===== config.mk =====
export PLATFORM = sky130hd
export DESIGN_NAME = ex_muldiv_unit_flat
export DESIGN_NICKNAME = d
export VERILOG_FILES = /design/src/rtl/ex_muldiv_unit_pkg.sv /design/src/rtl/ex_muldiv_unit_if.sv /design/src/rtl/ex_operand_mux.sv /design/src/rtl/ex_muldiv_unit.sv /design/src/flat_wrapper.sv
export SDC_FILE = /design/constraint.sdc
export NUM_CORES = 1
export LEC_CHECK = 0
export BUFFER_PORTS_ARGS = -buffer_cell sky130_fd_sc_hd__buf_2
export CAP_MARGIN = 20
export CORE_MARGIN = 3
export CORE_UTILIZATION = 40
export CTS_BUF_LIST = sky130_fd_sc_hd__clkbuf_8
export DETAILED_ROUTE_END_ITERATION = 6
export HOLD_SLACK_MARGIN = 0.15
export MAX_ROUTING_LAYER = met4
export SETUP_SLACK_MARGIN = 0.3
export SKIP_CTS_REPAIR_TIMING = 1
export SYNTH_ARGS = -nofsm -noshare
export SYNTH_HDL_FRONTEND = slang
export SYNTH_SLANG_ARGS = --single-unit

===== constraint.sdc =====
create_clock -name clk -period 12.4 [get_ports clk]
set_input_delay 1.24 -clock clk [delete_from_list [all_inputs] [get_ports clk]]
set_output_delay 1.24 -clock clk [all_outputs]
set_load 0.02 [all_outputs]

===== src/rtl/ex_muldiv_unit_pkg.sv =====
// ---------------------------------------------------------------------------
// ex_muldiv_unit_pkg
// Shared types and constants for the EX-stage RV32M multiply/divide unit.
//   muldiv_op_e     : M-extension opcode, encoded exactly as funct3
//   muldiv_state_e  : iteration state machine states
//   forward_ctrl_e  : operand source select produced by the forwarding unit
//   MULDIV_ITER     : number of radix-2 iterations per operation
// ---------------------------------------------------------------------------
package ex_muldiv_unit_pkg;

  localparam int MULDIV_XLEN = 32;
  localparam int MULDIV_ITER = 32;

  typedef enum logic [2:0] {
    OP_MUL    = 3'b000,
    OP_MULH   = 3'b001,
    OP_MULHSU = 3'b010,
    OP_MULHU  = 3'b011,
    OP_DIV    = 3'b100,
    OP_DIVU   = 3'b101,
    OP_REM    = 3'b110,
    OP_REMU   = 3'b111
  } muldiv_op_e;

  typedef enum logic [1:0] {
    ST_IDLE = 2'b00,
    ST_BUSY = 2'b01,
    ST_DONE = 2'b10
  } muldiv_state_e;

  typedef enum logic [1:0] {
    FORWARD_NONE     = 2'b00,
    FORWARD_FROM_WB  = 2'b01,
    FORWARD_FROM_MEM = 2'b10
  } forward_ctrl_e;

  function automatic logic is_div(input muldiv_op_e op);
    return op inside {OP_DIV, OP_DIVU, OP_REM, OP_REMU};
  endfunction

  function automatic logic is_rem(input muldiv_op_e op);
    return op inside {OP_REM, OP_REMU};
  endfunction

  // Operand A (rs1) is two's complement for MULH, MULHSU, DIV and REM.
  function automatic logic a_is_signed(input muldiv_op_e op);
    return op inside {OP_MULH, OP_MULHSU, OP_DIV, OP_REM};
  endfunction

  // Operand B (rs2) is two's complement for MULH, DIV and REM only.
  function automatic logic b_is_signed(input muldiv_op_e op);
    return op inside {OP_MULH, OP_DIV, OP_REM};
  endfunction

endpackage


===== src/rtl/ex_muldiv_unit_if.sv =====
// ---------------------------------------------------------------------------
// ex_muldiv_unit_if
// Pipeline-side bundle of the EX-stage multiply/divide unit.
//   master : pipeline control (drives instruction, operands, forwarding, flush)
//   slave  : the muldiv unit (returns stall request and result)
// Signals:
//   valid_ex, funct3_ex, rs1_data_ex, rs2_data_ex : instruction in EX
//   fwd_data_mem, fwd_data_wb                       : forwarded results
//   forward_a, forward_b                            : operand source selects
//   flush_ex                                        : kill instruction in EX
//   stall_o, result_o, result_valid_o               : unit outputs
// ---------------------------------------------------------------------------
interface ex_muldiv_unit_if
  import ex_muldiv_unit_pkg::*;
#(
  parameter int XLEN = MULDIV_XLEN
);

  logic            valid_ex;
  muldiv_op_e      funct3_ex;
  logic [XLEN-1:0] rs1_data_ex;
  logic [XLEN-1:0] rs2_data_ex;
  logic [XLEN-1:0] fwd_data_mem;
  logic [XLEN-1:0] fwd_data_wb;
  forward_ctrl_e   forward_a;
  forward_ctrl_e   forward_b;
  logic            flush_ex;
  logic            stall_o;
  logic [XLEN-1:0] result_o;
  logic            result_valid_o;

  modport master (
    output valid_ex, funct3_ex, rs1_data_ex, rs2_data_ex,
           fwd_data_mem, fwd_data_wb, forward_a, forward_b, flush_ex,
    input  stall_o, result_o, result_valid_o
  );

  modport slave (
    input  valid_ex, funct3_ex, rs1_data_ex, rs2_data_ex,
           fwd_data_mem, fwd_data_wb, forward_a, forward_b, flush_ex,
    output stall_o, result_o, result_valid_o
  );

endinterface


===== src/rtl/ex_operand_mux.sv =====
// ---------------------------------------------------------------------------
// ex_operand_mux
// 3:1 operand source select driven by the forwarding unit. Shared by the ALU
// and muldiv operand paths.
//   sel      : forward_ctrl_e source select
//   reg_data : register-file value
//   mem_data : result currently in MEM
//   wb_data  : writeback data currently in WB
//   data_o   : selected operand
// ---------------------------------------------------------------------------
module ex_operand_mux
  import ex_muldiv_unit_pkg::*;
#(
  parameter int WIDTH = 32
) (
  input  forward_ctrl_e    sel,
  input  logic [WIDTH-1:0] reg_data,
  input  logic [WIDTH-1:0] mem_data,
  input  logic [WIDTH-1:0] wb_data,
  output logic [WIDTH-1:0] data_o
);

  always_comb begin
    // NOTE: assign a default before the case so no path leaves data_o
    // unassigned; otherwise synthesis infers a latch.
    data_o = reg_data;
    case (sel)
      FORWARD_FROM_MEM: data_o = mem_data;
      FORWARD_FROM_WB:  data_o = wb_data;
      default:          data_o = reg_data;
    endcase
  end

endmodule


===== src/rtl/ex_muldiv_unit.sv =====
// ---------------------------------------------------------------------------
// ex_muldiv_unit
// Iterative RV32M multiply/divide unit in EX. Operands are picked from the
// register file or the forwarding paths in the start cycle, converted to
// magnitudes and latched; a radix-2 shift/add (multiply) or restoring
// shift/subtract (divide) loop then runs one bit per cycle, and the sign is
// fixed up on the final iteration. The pipeline is held with stall_o until
// the single-cycle DONE state presents the result.
// Ports:
//   clk    : core clock
//   rst_n  : asynchronous active-low reset
//   bus    : ex_muldiv_unit_if.slave (instruction/operands in, stall/result out)
// ---------------------------------------------------------------------------
module ex_muldiv_unit
  import ex_muldiv_unit_pkg::*;
#(
  parameter int XLEN = MULDIV_XLEN,
  parameter int ITER = MULDIV_ITER
) (
  input logic             clk,
  input logic             rst_n,
  ex_muldiv_unit_if.slave bus
);

  localparam int              CNT_W     = $clog2(ITER);
  localparam logic [CNT_W-1:0] LAST_ITER = CNT_W'(ITER - 1);
  localparam logic [XLEN-1:0]  INT_MIN   = {1'b1, {(XLEN-1){1'b0}}};

  // State and datapath registers
  muldiv_state_e     state_q;
  logic [CNT_W-1:0]  counter_q;
  muldiv_op_e        op_q;
  logic [2*XLEN-1:0] acc_q;     // mul: {partial product, multiplier}; div: {remainder, quotient}
  logic [XLEN-1:0]   opb_q;     // multiplicand or divisor magnitude
  logic              negate_q;  // final result must be negated
  logic [XLEN-1:0]   result_q;
  logic              result_valid_q;

  // -------------------------------------------------------------------------
  // Operand selection (only meaningful in the start cycle)
  // -------------------------------------------------------------------------
  logic [XLEN-1:0] src_a;
  logic [XLEN-1:0] src_b;

  ex_operand_mux #(.WIDTH(XLEN)) u_mux_a (
    .sel      (bus.forward_a),
    .reg_data (bus.rs1_data_ex),
    .mem_data (bus.fwd_data_mem),
    .wb_data  (bus.fwd_data_wb),
    .data_o   (src_a)
  );

  ex_operand_mux #(.WIDTH(XLEN)) u_mux_b (
    .sel      (bus.forward_b),
    .reg_data (bus.rs2_data_ex),
    .mem_data (bus.fwd_data_mem),
    .wb_data  (bus.fwd_data_wb),
    .data_o   (src_b)
  );

  // -------------------------------------------------------------------------
  // Start-cycle decode: magnitudes, result sign, special divide detection
  // -------------------------------------------------------------------------
  muldiv_op_e      op_in;
  logic            neg_a_in;
  logic            neg_b_in;
  logic            negate_in;
  logic            div_zero_in;
  logic            overflow_in;
  logic            special_in;
  logic [XLEN-1:0] mag_a_in;
  logic [XLEN-1:0] mag_b_in;
  logic [XLEN-1:0] special_res_in;

  assign op_in = bus.funct3_ex;

  always_comb begin
    neg_a_in    = a_is_signed(op_in) & src_a[XLEN-1];
    neg_b_in    = b_is_signed(op_in) & src_b[XLEN-1];
    mag_a_in    = neg_a_in ? (~src_a + 1'b1) : src_a;
    mag_b_in    = neg_b_in ? (~src_b + 1'b1) : src_b;
    // Remainder follows the dividend; product and quotient follow sign(a)^sign(b).
    negate_in   = is_rem(op_in) ? neg_a_in : (neg_a_in ^ neg_b_in);
    div_zero_in = is_div(op_in) && (src_b == '0);
    overflow_in = (op_in inside {OP_DIV, OP_REM}) && (src_a == INT_MIN) && (src_b == '1);
    special_in  = div_zero_in | overflow_in;

    special_res_in = '0;
    if (div_zero_in) begin
      special_res_in = is_rem(op_in) ? src_a : '1;
    end else if (overflow_in) begin
      special_res_in = is_rem(op_in) ? '0 : INT_MIN;
    end
  end

  // -------------------------------------------------------------------------
  // One radix-2 iteration and final sign fixup
  // -------------------------------------------------------------------------
  logic [XLEN:0]     mul_sum;
  logic [XLEN:0]     div_shift;
  logic [XLEN:0]     div_diff;
  logic [2*XLEN-1:0] mul_next;
  logic [2*XLEN-1:0] div_next;
  logic [2*XLEN-1:0] acc_next;
  logic [2*XLEN-1:0] prod_fix;
  logic [XLEN-1:0]   quot_fix;
  logic [XLEN-1:0]   rem_fix;
  logic [XLEN-1:0]   final_res;

  always_comb begin
    // Shift/add: add the multiplicand when the current multiplier LSB is set,
    // then shift the whole accumulator right; the carry enters at the top.
    mul_sum  = {1'b0, acc_q[2*XLEN-1:XLEN]} + (acc_q[0] ? {1'b0, opb_q} : '0);
    mul_next = {mul_sum, acc_q[XLEN-1:1]};

    // Restoring shift/subtract: shift the next dividend bit into the remainder
    // and keep the difference when it does not borrow.
    div_shift = acc_q[2*XLEN-2:XLEN-1];
    div_diff  = div_shift - {1'b0, opb_q};
    if (div_diff[XLEN]) begin
      div_next = {div_shift[XLEN-1:0], acc_q[XLEN-2:0], 1'b0};
    end else begin
      div_next = {div_diff[XLEN-1:0], acc_q[XLEN-2:0], 1'b1};
    end

    acc_next = is_div(op_q) ? div_next : mul_next;

    prod_fix = negate_q ? (~acc_next + 1'b1) : acc_next;
    quot_fix = negate_q ? (~acc_next[XLEN-1:0] + 1'b1) : acc_next[XLEN-1:0];
    rem_fix  = negate_q ? (~acc_next[2*XLEN-1:XLEN] + 1'b1) : acc_next[2*XLEN-1:XLEN];

    final_res = rem_fix;
    case (op_q)
      OP_MUL:                       final_res = prod_fix[XLEN-1:0];
      OP_MULH, OP_MULHSU, OP_MULHU: final_res = prod_fix[2*XLEN-1:XLEN];
      OP_DIV, OP_DIVU:              final_res = quot_fix;
      default:                      final_res = rem_fix;
    endcase
  end

  // -------------------------------------------------------------------------
  // State machine
  // -------------------------------------------------------------------------
  // NOTE: sequential state uses non-blocking (<=) so every register samples
  // pre-edge values; blocking here would create order-dependent races.
  always_ff @(posedge clk or negedge rst_n) begin
    if (!rst_n) begin
      // NOTE: the accumulator and operand registers are plain flops, not a
      // memory, so clearing them on reset is cheap and keeps state deterministic.
      state_q        <= ST_IDLE;
      counter_q      <= '0;
      op_q           <= OP_MUL;
      acc_q          <= '0;
      opb_q          <= '0;
      negate_q       <= 1'b0;
      result_q       <= '0;
      result_valid_q <= 1'b0;
    end else begin
      result_valid_q <= 1'b0;
      if (bus.flush_ex) begin
        // Flush wins over everything, including a start in IDLE.
        state_q   <= ST_IDLE;
        counter_q <= '0;
      end else begin
        case (state_q)
          ST_IDLE: begin
            if (bus.valid_ex) begin
              op_q      <= op_in;
              acc_q     <= {{XLEN{1'b0}}, mag_a_in};
              opb_q     <= mag_b_in;
              negate_q  <= negate_in;
              counter_q <= '0;
              if (special_in) begin
                result_q       <= special_res_in;
                result_valid_q <= 1'b1;
                state_q        <= ST_DONE;
              end else begin
                state_q <= ST_BUSY;
              end
            end
          end
          ST_BUSY: begin
            acc_q     <= acc_next;
            counter_q <= counter_q + 1'b1;
            if (counter_q == LAST_ITER) begin
              result_q       <= final_res;
              result_valid_q <= 1'b1;
              state_q        <= ST_DONE;
            end
          end
          ST_DONE: begin
            state_q <= ST_IDLE;
          end
          default: begin
            state_q <= ST_IDLE;
          end
        endcase
      end
    end
  end

  // -------------------------------------------------------------------------
  // Outputs
  // -------------------------------------------------------------------------
  // The stall is dropped during reset so the front end is never frozen by a
  // unit that has just lost its operation.
  assign bus.stall_o        = rst_n & bus.valid_ex & (state_q != ST_DONE) & ~bus.flush_ex;
  assign bus.result_o       = result_q;
  assign bus.result_valid_o = result_valid_q;

endmodule


===== src/flat_wrapper.sv =====
// flat-port wrapper written by rule: the top's interface ports become plain ports
module ex_muldiv_unit_flat import ex_muldiv_unit_pkg::*;
#(
  parameter int XLEN = MULDIV_XLEN,
  parameter int ITER = MULDIV_ITER
)
  (clk, rst_n, bus_valid_ex, bus_funct3_ex, bus_rs1_data_ex, bus_rs2_data_ex, bus_fwd_data_mem, bus_fwd_data_wb, bus_forward_a, bus_forward_b, bus_flush_ex, bus_stall_o, bus_result_o, bus_result_valid_o);
  ex_muldiv_unit_if #(.XLEN(XLEN)) bus_i ();
  input logic clk;
  input logic rst_n;
  input wire logic [$bits(bus_i.valid_ex)-1:0] bus_valid_ex;
  input wire logic [$bits(bus_i.funct3_ex)-1:0] bus_funct3_ex;
  input wire logic [$bits(bus_i.rs1_data_ex)-1:0] bus_rs1_data_ex;
  input wire logic [$bits(bus_i.rs2_data_ex)-1:0] bus_rs2_data_ex;
  input wire logic [$bits(bus_i.fwd_data_mem)-1:0] bus_fwd_data_mem;
  input wire logic [$bits(bus_i.fwd_data_wb)-1:0] bus_fwd_data_wb;
  input wire logic [$bits(bus_i.forward_a)-1:0] bus_forward_a;
  input wire logic [$bits(bus_i.forward_b)-1:0] bus_forward_b;
  input wire logic [$bits(bus_i.flush_ex)-1:0] bus_flush_ex;
  output wire logic [$bits(bus_i.stall_o)-1:0] bus_stall_o;
  output wire logic [$bits(bus_i.result_o)-1:0] bus_result_o;
  output wire logic [$bits(bus_i.result_valid_o)-1:0] bus_result_valid_o;
  assign bus_i.valid_ex = bus_valid_ex;
  assign bus_i.funct3_ex = bus_funct3_ex;
  assign bus_i.rs1_data_ex = bus_rs1_data_ex;
  assign bus_i.rs2_data_ex = bus_rs2_data_ex;
  assign bus_i.fwd_data_mem = bus_fwd_data_mem;
  assign bus_i.fwd_data_wb = bus_fwd_data_wb;
  assign bus_i.forward_a = bus_forward_a;
  assign bus_i.forward_b = bus_forward_b;
  assign bus_i.flush_ex = bus_flush_ex;
  assign bus_stall_o = bus_i.stall_o;
  assign bus_result_o = bus_i.result_o;
  assign bus_result_valid_o = bus_i.result_valid_o;
  ex_muldiv_unit #(.XLEN(XLEN), .ITER(ITER)) u_core (.clk(clk), .rst_n(rst_n), .bus(bus_i));
endmodule

Word level (Yosys, flattened, before mapping)
Index checks and enable logic that the tools add are counted.
{"block": "totals", "register_bits": 140, "input_bits": 139, "output_inout_bits": 34, "elab_cells": 112}
{"block": "classes", "add_sub_neg": 8, "n_eq_ne": 27, "n_mux": 35, "n_bitwise": 13, "n_reduce_logical": 21}
{"cell": "32-bit 2-to-1 mux", "n": 12}
{"cell": "64-bit 2-to-1 mux", "n": 4}
{"cell": "32-bit case mux with 2 select lines", "n": 3}
{"cell": "32-bit by 1-bit adder with 32-bit output (second input constant)", "n": 4}
{"cell": "32-bit inverter", "n": 4}
{"cell": "64-bit case mux with 2 select lines", "n": 1}
{"cell": "32-bit case mux with 3 select lines", "n": 1}
{"cell": "64-bit by 1-bit adder with 64-bit output (second input constant)", "n": 1}
{"cell": "32-bit == test (second input constant)", "n": 2}
{"cell": "64-bit inverter", "n": 1}
{"cell": "32-bit by 33-bit adder with 33-bit output", "n": 1}
{"cell": "32-bit by 32-bit subtractor with 33-bit output", "n": 1}
{"cell": "32-bit logical NOT", "n": 1}
{"cell": "3-bit == test (second input constant)", "n": 8}
{"cell": "4-bit nonzero test", "n": 3}
{"cell": "5-bit 2-to-1 mux", "n": 2}
{"cell": "5-bit case mux with 2 select lines", "n": 1}
{"cell": "3-bit by 2-bit == test with 1-bit output (second input constant)", "n": 3}
{"cell": "2-bit 2-to-1 mux", "n": 4}
{"cell": "2-bit by 1-bit == test with 1-bit output (second input constant)", "n": 3}
{"cell": "3-bit by 1-bit == test with 1-bit output (second input constant)", "n": 2}
{"cell": "3-bit AND reduction", "n": 2}
{"cell": "2-bit nonzero test", "n": 3}
{"cell": "3-bit nonzero test", "n": 2}
{"cell": "21 further kinds", "n": 35}

Longest topological paths before layout
{"block": "depth", "word_depth": 10, "ltp_mapped": 24, "ltp_nobuf": 23}

Modules after synthesis
Synthesis repeated with hierarchy kept, for this count alone.
{"block": "unflattened", "hier_cells": 2307, "area_unflattened_um2": 16558.4}
{"mod": "ex_muldiv_unit", "instances": 1, "cells_per_inst": 2081, "area_each_um2": 15284.7, "seq_area_each_um2": 3503.4}
{"mod": "ex_operand_mux", "instances": 2, "cells_per_inst": 113, "area_each_um2": 636.9, "seq_area_each_um2": 0.0}

Worst setup path after synthesis
OpenSTA, ideal clock, no wires.
{"block": "synth_timing", "path_type": "input-to-reg", "from": "in bus_forward_a[0]", "to": "reg u_core.result_q[7], in the netlist u_core.bus.result_o[7]", "arrival_time_ns": 5.574, "required_ns": 12.264, "path_slack_ns": 6.689, "cell_stages": 22, "path_cell_list": "inv_1 > ha_1 > clkbuf_1 > clkbuf_1 > clkbuf_1 > buf_1 > a221o_1 > o21ai_0 > ha_1 > inv_1 > and4bb_2 > nand2_1 > or4_1 > nor3_1 > nand4_1 > nor4_1 > or2_2 > a21oi_1 > clkbuf_1 > clkbuf_1 > nand2_1 > o21ai_0"}
{"block": "synth_via", "elab_chain_cells": 10, "word_cells_on_any_way": 15, "cone_classes": "eq/ne: 4; mux: 7; bitwise: 1; reduce/logical: 3"}
{"item": "from (decl)", "line": "flat_wrapper.sv:17", "text": "input wire logic [$bits(bus_i.forward_a)-1:0] bus_forward_a;"}
{"item": "2-bit by 1-bit == test with 1-bit output or 2-bit == test (tied branches)", "line": "ex_operand_mux.sv:27", "text": "case (sel)"}
{"item": "32-bit case mux with 2 select lines *", "line": "ex_operand_mux.sv:27"}
{"item": "32-bit == test", "line": "ex_muldiv_unit.sv:85", "text": "overflow_in = (op_in inside {OP_DIV, OP_REM}) && (src_a == INT_MIN) && (src_b == '1);"}
{"item": "1-bit logical AND (2 in series)", "line": "ex_muldiv_unit.sv:85"}
{"item": "32-bit 2-to-1 mux", "line": "ex_muldiv_unit.sv:91", "text": "end else if (overflow_in) begin"}
{"item": "32-bit 2-to-1 mux", "line": "ex_muldiv_unit.sv:89", "text": "if (div_zero_in) begin"}
{"item": "32-bit 2-to-1 mux", "line": "ex_muldiv_unit.sv:173", "text": "if (special_in) begin"}
{"item": "32-bit 2-to-1 mux", "line": "ex_muldiv_unit.sv:167", "text": "if (bus.valid_ex) begin"}
{"item": "32-bit case mux with 2 select lines", "line": "ex_muldiv_unit.sv:165", "text": "case (state_q)"}
{"item": "to (signal assigned)", "line": "ex_muldiv_unit.sv:174", "text": "result_q <= special_res_in;"}
{"item": "to (signal assigned)", "line": "ex_muldiv_unit.sv:186", "text": "result_q <= final_res;"}
{"item": "to (decl)", "line": "ex_muldiv_unit.sv:36", "text": "logic [XLEN-1:0] result_q;"}
Every way passes the cells marked *; elsewhere a longest branch is shown, timed or not. The select of a mux whose other input is x is not followed.
A chain may end at the register's enable or synchronous reset.

Worst setup path in the final report
{"block": "layout_timing", "from": "in bus_forward_a[0]", "to": "reg u_core.result_q[30], in the netlist u_core.bus.result_o[30]"}
The elaborated chain is that of the path after synthesis.

==> flow_metrics.env <==
export IMPL_hold_end="u_core.bus.result_o[0]"
export IMPL_layout_drive_gt1_share=0.125
export IMPL_syn_area_um2=16300
export IMPL_worstHoldPathType="register to register"
export IMPL_worst_path_max_fanout=50
export IMPL_place_inst=2795
export IMPL_grt_overflow=0
export IMPL_placed_area_um2=17400
export IMPL_dr_pass1_iters=5
export IMPL_drcViolationCount=0
export IMPL_fin_skew_ns=0.0151
export IMPL_antenna_found_initial=0
export IMPL_crit_path_top_delay_cell="ha_1"
export IMPL_timing_hold_ws_ns=0.498
export IMPL_antenna_left=0
export IMPL_finalMaxSlewViolations=0
export IMPL_post_drt_wl_per_cell_um=23.9
export IMPL_cts_htree_levels=4
export IMPL_clk_latency_ns=0.48
export IMPL_gp_congestion=1.18
export IMPL_cts_tree="yes"
export IMPL_synth_ff_type="dfrtp_1"
export IMPL_drt_initial_drc_count=2278
export IMPL_fin_cells=2830
export IMPL_r2r_setup_slack_ns=5.73
export IMPL_die_y_um=208
export IMPL_ios=173
export IMPL_cts_sinks=140
export IMPL_fmaxAchievable_mhz=137
export IMPL_syn_inst=2220
export IMPL_nets=2507
export IMPL_power_density_nw_per_um2=188
export IMPL_vdd_drop_max_uv=85.6
export IMPL_finalHoldViolCount=0
export IMPL_crit_arrival_ns=7.65
export IMPL_numCtsBuffers=17
export IMPL_core_rowCount=73
export IMPL_relSlewSlack=0.0906
export IMPL_grt_pass1_vias=17208
export IMPL_synth_edff_count=0
export IMPL_reg2reg_from="u_core.acc_q[31]"
export IMPL_finalWirelength_um=67600
export IMPL_path_cells="buf_2, inv_1, ha_1, clkinv_1, o21ai_0, ha_1, inv_1, and4bb_2, nand2_1, or4_1, nor3_1, nand4_1, nor4_1, or2_2, a21oi_4, buf_4, or3_1, o21ai_0, a31oi_1"
export IMPL_synth_avg_cell_area_um2=7.34
export IMPL_ys_seq_elements=140
export IMPL_final_setup_viol_count=0
export IMPL_die_area_um2=43200
export IMPL_crit_path_end_kind="register"
export IMPL_grt_max_degree=98
export IMPL_status="completed"
export IMPL_yosys_top_cells_area="dfrtp_1, o21ai_0, nand2_1"
export IMPL_die_w_um=208
export IMPL_num_vias=18457
export IMPL_max_cap_violations=0
export IMPL_leakage_uw=0.00758
export IMPL_io_buffers=172
export IMPL_layout_worst_path_cycle_share=0.587
export IMPL_async_flop_share=1.00
export IMPL_synth_top_cell_by_area="dfrtp_1"
export IMPL_area_delta_synth_final_pct=9.57
export IMPL_track_usage=0.309
export IMPL_critPathMaxStageDelay_ns=1.00
export IMPL_reg2reg_to="u_core.bus.result_o[26]"
export IMPL_cts_buffer_depth=2
export IMPL_start_util=0.408
export IMPL_rsz0062_at_grt="false"
export IMPL_syn_nets=2436
export IMPL_whs_path_depth=2
export IMPL_dp_hpwl_um=53100
export IMPL_utilization=0.447
export IMPL_clk_pin_slew_ns=0.10
export IMPL_final_area_um2=17900
export IMPL_viasPerCell=6.52
export IMPL_grt_pass1_wl_um=103000
export IMPL_crit_type="input pin to register"
export IMPL_core_um2=40000
export IMPL_ys_types=90
export IMPL_seq_area_frac_synth=0.215
export IMPL_min_delay_start="u_core.bus.result_o[0]"
export IMPL_layout_min_cycle_time_ns=7.28
export IMPL_start_kind="input pin"
export IMPL_synth_top_area_frac=0.215
export IMPL_worstRegToRegCells=20
export IMPL_worstPathRequired_ns=12.77
export IMPL_cts_root_buf="clkbuf_8"
export IMPL_yosysWarnings=0
export IMPL_worst_pin_slew_ns=1.35
export IMPL_setup_tns_ns=0
-- critical path: cells and delay by family --
kind            cells  cell delay [ns]
simple gates        8             2.69
buf+inv             5             1.41
fa+ha+maj           2             1.31
compound gates      4             0.96
-- cell usage after synthesis, types with 13 or more instances --
| cell type | n |
|---|---|
| a211oi_1 | 43 |
| a21o_1 | 21 |
| a21oi_1 | 188 |
| a221o_1 | 62 |
| a22o_1 | 15 |
| a22oi_1 | 17 |
| a31oi_1 | 33 |
| and2_1 | 45 |
| and3_1 | 14 |
| buf_2 | 17 |
| clkbuf_1 | 113 |
| dfrtp_1 | 140 |
| ha_1 | 75 |
| inv_1 | 72 |
| mux2i_1 | 32 |
| nand2_1 | 259 |
| nand2b_1 | 16 |
| nand3_1 | 39 |
| nand4_1 | 34 |
| nor2_1 | 154 |
| nor3_1 | 54 |
| nor4_1 | 16 |
| o211ai_1 | 24 |
| o21ai_0 | 263 |
| o21ai_1 | 27 |
| o221ai_1 | 13 |
| o31ai_1 | 22 |
| or3_1 | 14 |
| xnor2_1 | 104 |
| xor2_1 | 63 |
-- per-stage QoR --
stage	setup WS (ns)	power, uW
after floorplan	6.69	2260
after global placement	5.12	2860
after detailed placement	4.81	2900
after CTS	5.32	3290
after global routing	4.63	3580
final	5.12	3370
-- final cells by class --
| type | instances | area, um2 |
|---|---|---|
| Clock inverter | 13 | 130 |
| Antenna cell | 1 | 2.50 |
| Inverter | 74 | 278 |
| Sequential cell | 140 | 3510 |
| Fill cell | 4169 | 22100 |
| Timing Repair Buffer | 199 | 1090 |
| Clock buffer | 19 | 262 |
| Multi-Input combinational cell | 1859 | 11900 |
| Tap cell | 525 | 657 |
-- how the worst max path moves through the flow --
stage	slack [ns]	to	cells after the start	from
after floorplan	6.69	u_core.bus.result_o[7]	22	bus_forward_a[0]
after global placement	5.12	u_core.bus.result_o[21]	19	bus_forward_a[0]
after detailed placement	4.81	u_core.bus.result_o[30]	19	bus_forward_a[0]
after CTS	5.32	u_core.bus.result_o[30]	19	bus_forward_a[0]
after global routing	4.63	u_core.bus.result_o[21]	19	bus_forward_a[0]
final	5.12	u_core.bus.result_o[30]	19	bus_forward_a[0]
-- sequential cells by signal, indices dropped and copies added, names as in the netlist --
register,cells
u_core.opb_q,32
u_core.acc_q,64
u_core.negate_q,1
u_core.state_q,2
u_core.counter_q,5
u_core.bus.result_valid_o,1
u_core.op_q,3
u_core.bus.result_o,32
-- layout by cell type (no fill, tap or decap), drive strengths merged, types with 11 or more instances in the layout --
cell type	synthesis	routed
a211o	11	11
or3	14	14
dfrtp	140	140
inv	73	80
xnor2	104	104
o21a	12	12
nor2b	12	12
or4	12	12
nor4	16	16
and3	14	14
ha	75	75
nand2	262	262
a22o	15	15
a22oi	17	17
o21ai	290	290
nand4	34	34
a221oi	12	12
mux2i	32	32
nand3	39	39
nand2b	16	16
o31ai	27	27
clkbuf	113	20
o211ai	25	25
nor2	157	157
a221o	62	62
a21oi	193	193
xor2	63	63
a31oi	33	33
nor3	54	54
o221ai	13	13
buf	34	198
a21o	21	21
and2	45	45
a211oi	43	43
-- routing by layer --
layer / share of wire / routed length (um) / global-route usage / up-vias
met1: 0.42 / 28100 / 0.403 / 8773
met5: 0 / 0 / - / -
li1: - / - / - / 8419
met4: 0.059 / 4000 / 0.155 / 0
met2: 0.44 / 29800 / 0.475 / 1094
met3: 0.085 / 5720 / 0.0372 / 171
-- cells by family after synthesis --
group	synth area share
AOI/OAI and AO/OA	0.348
xor gates and xnor gates	0.0897
adders and majority gates	0.0600
buffers and inverters	0.0540
DFF	0.215
muxes	0.0259
and+or+nand+nor	0.207
-- power by group --
| group | internal [uW] | switching [uW] | leakage [uW] | total [uW] |
|---|---|---|---|---|
| Combinational | 784 | 1510 | 0.00555 | 2290 |
| Clock | 174 | 213 | 0.000192 | 387 |
| Sequential | 538 | 147 | 0.00184 | 685 |
| Total | 1500 | 1870 | 0.00758 | 3370 |
Note: power is estimated with default switching activity, not from simulation.
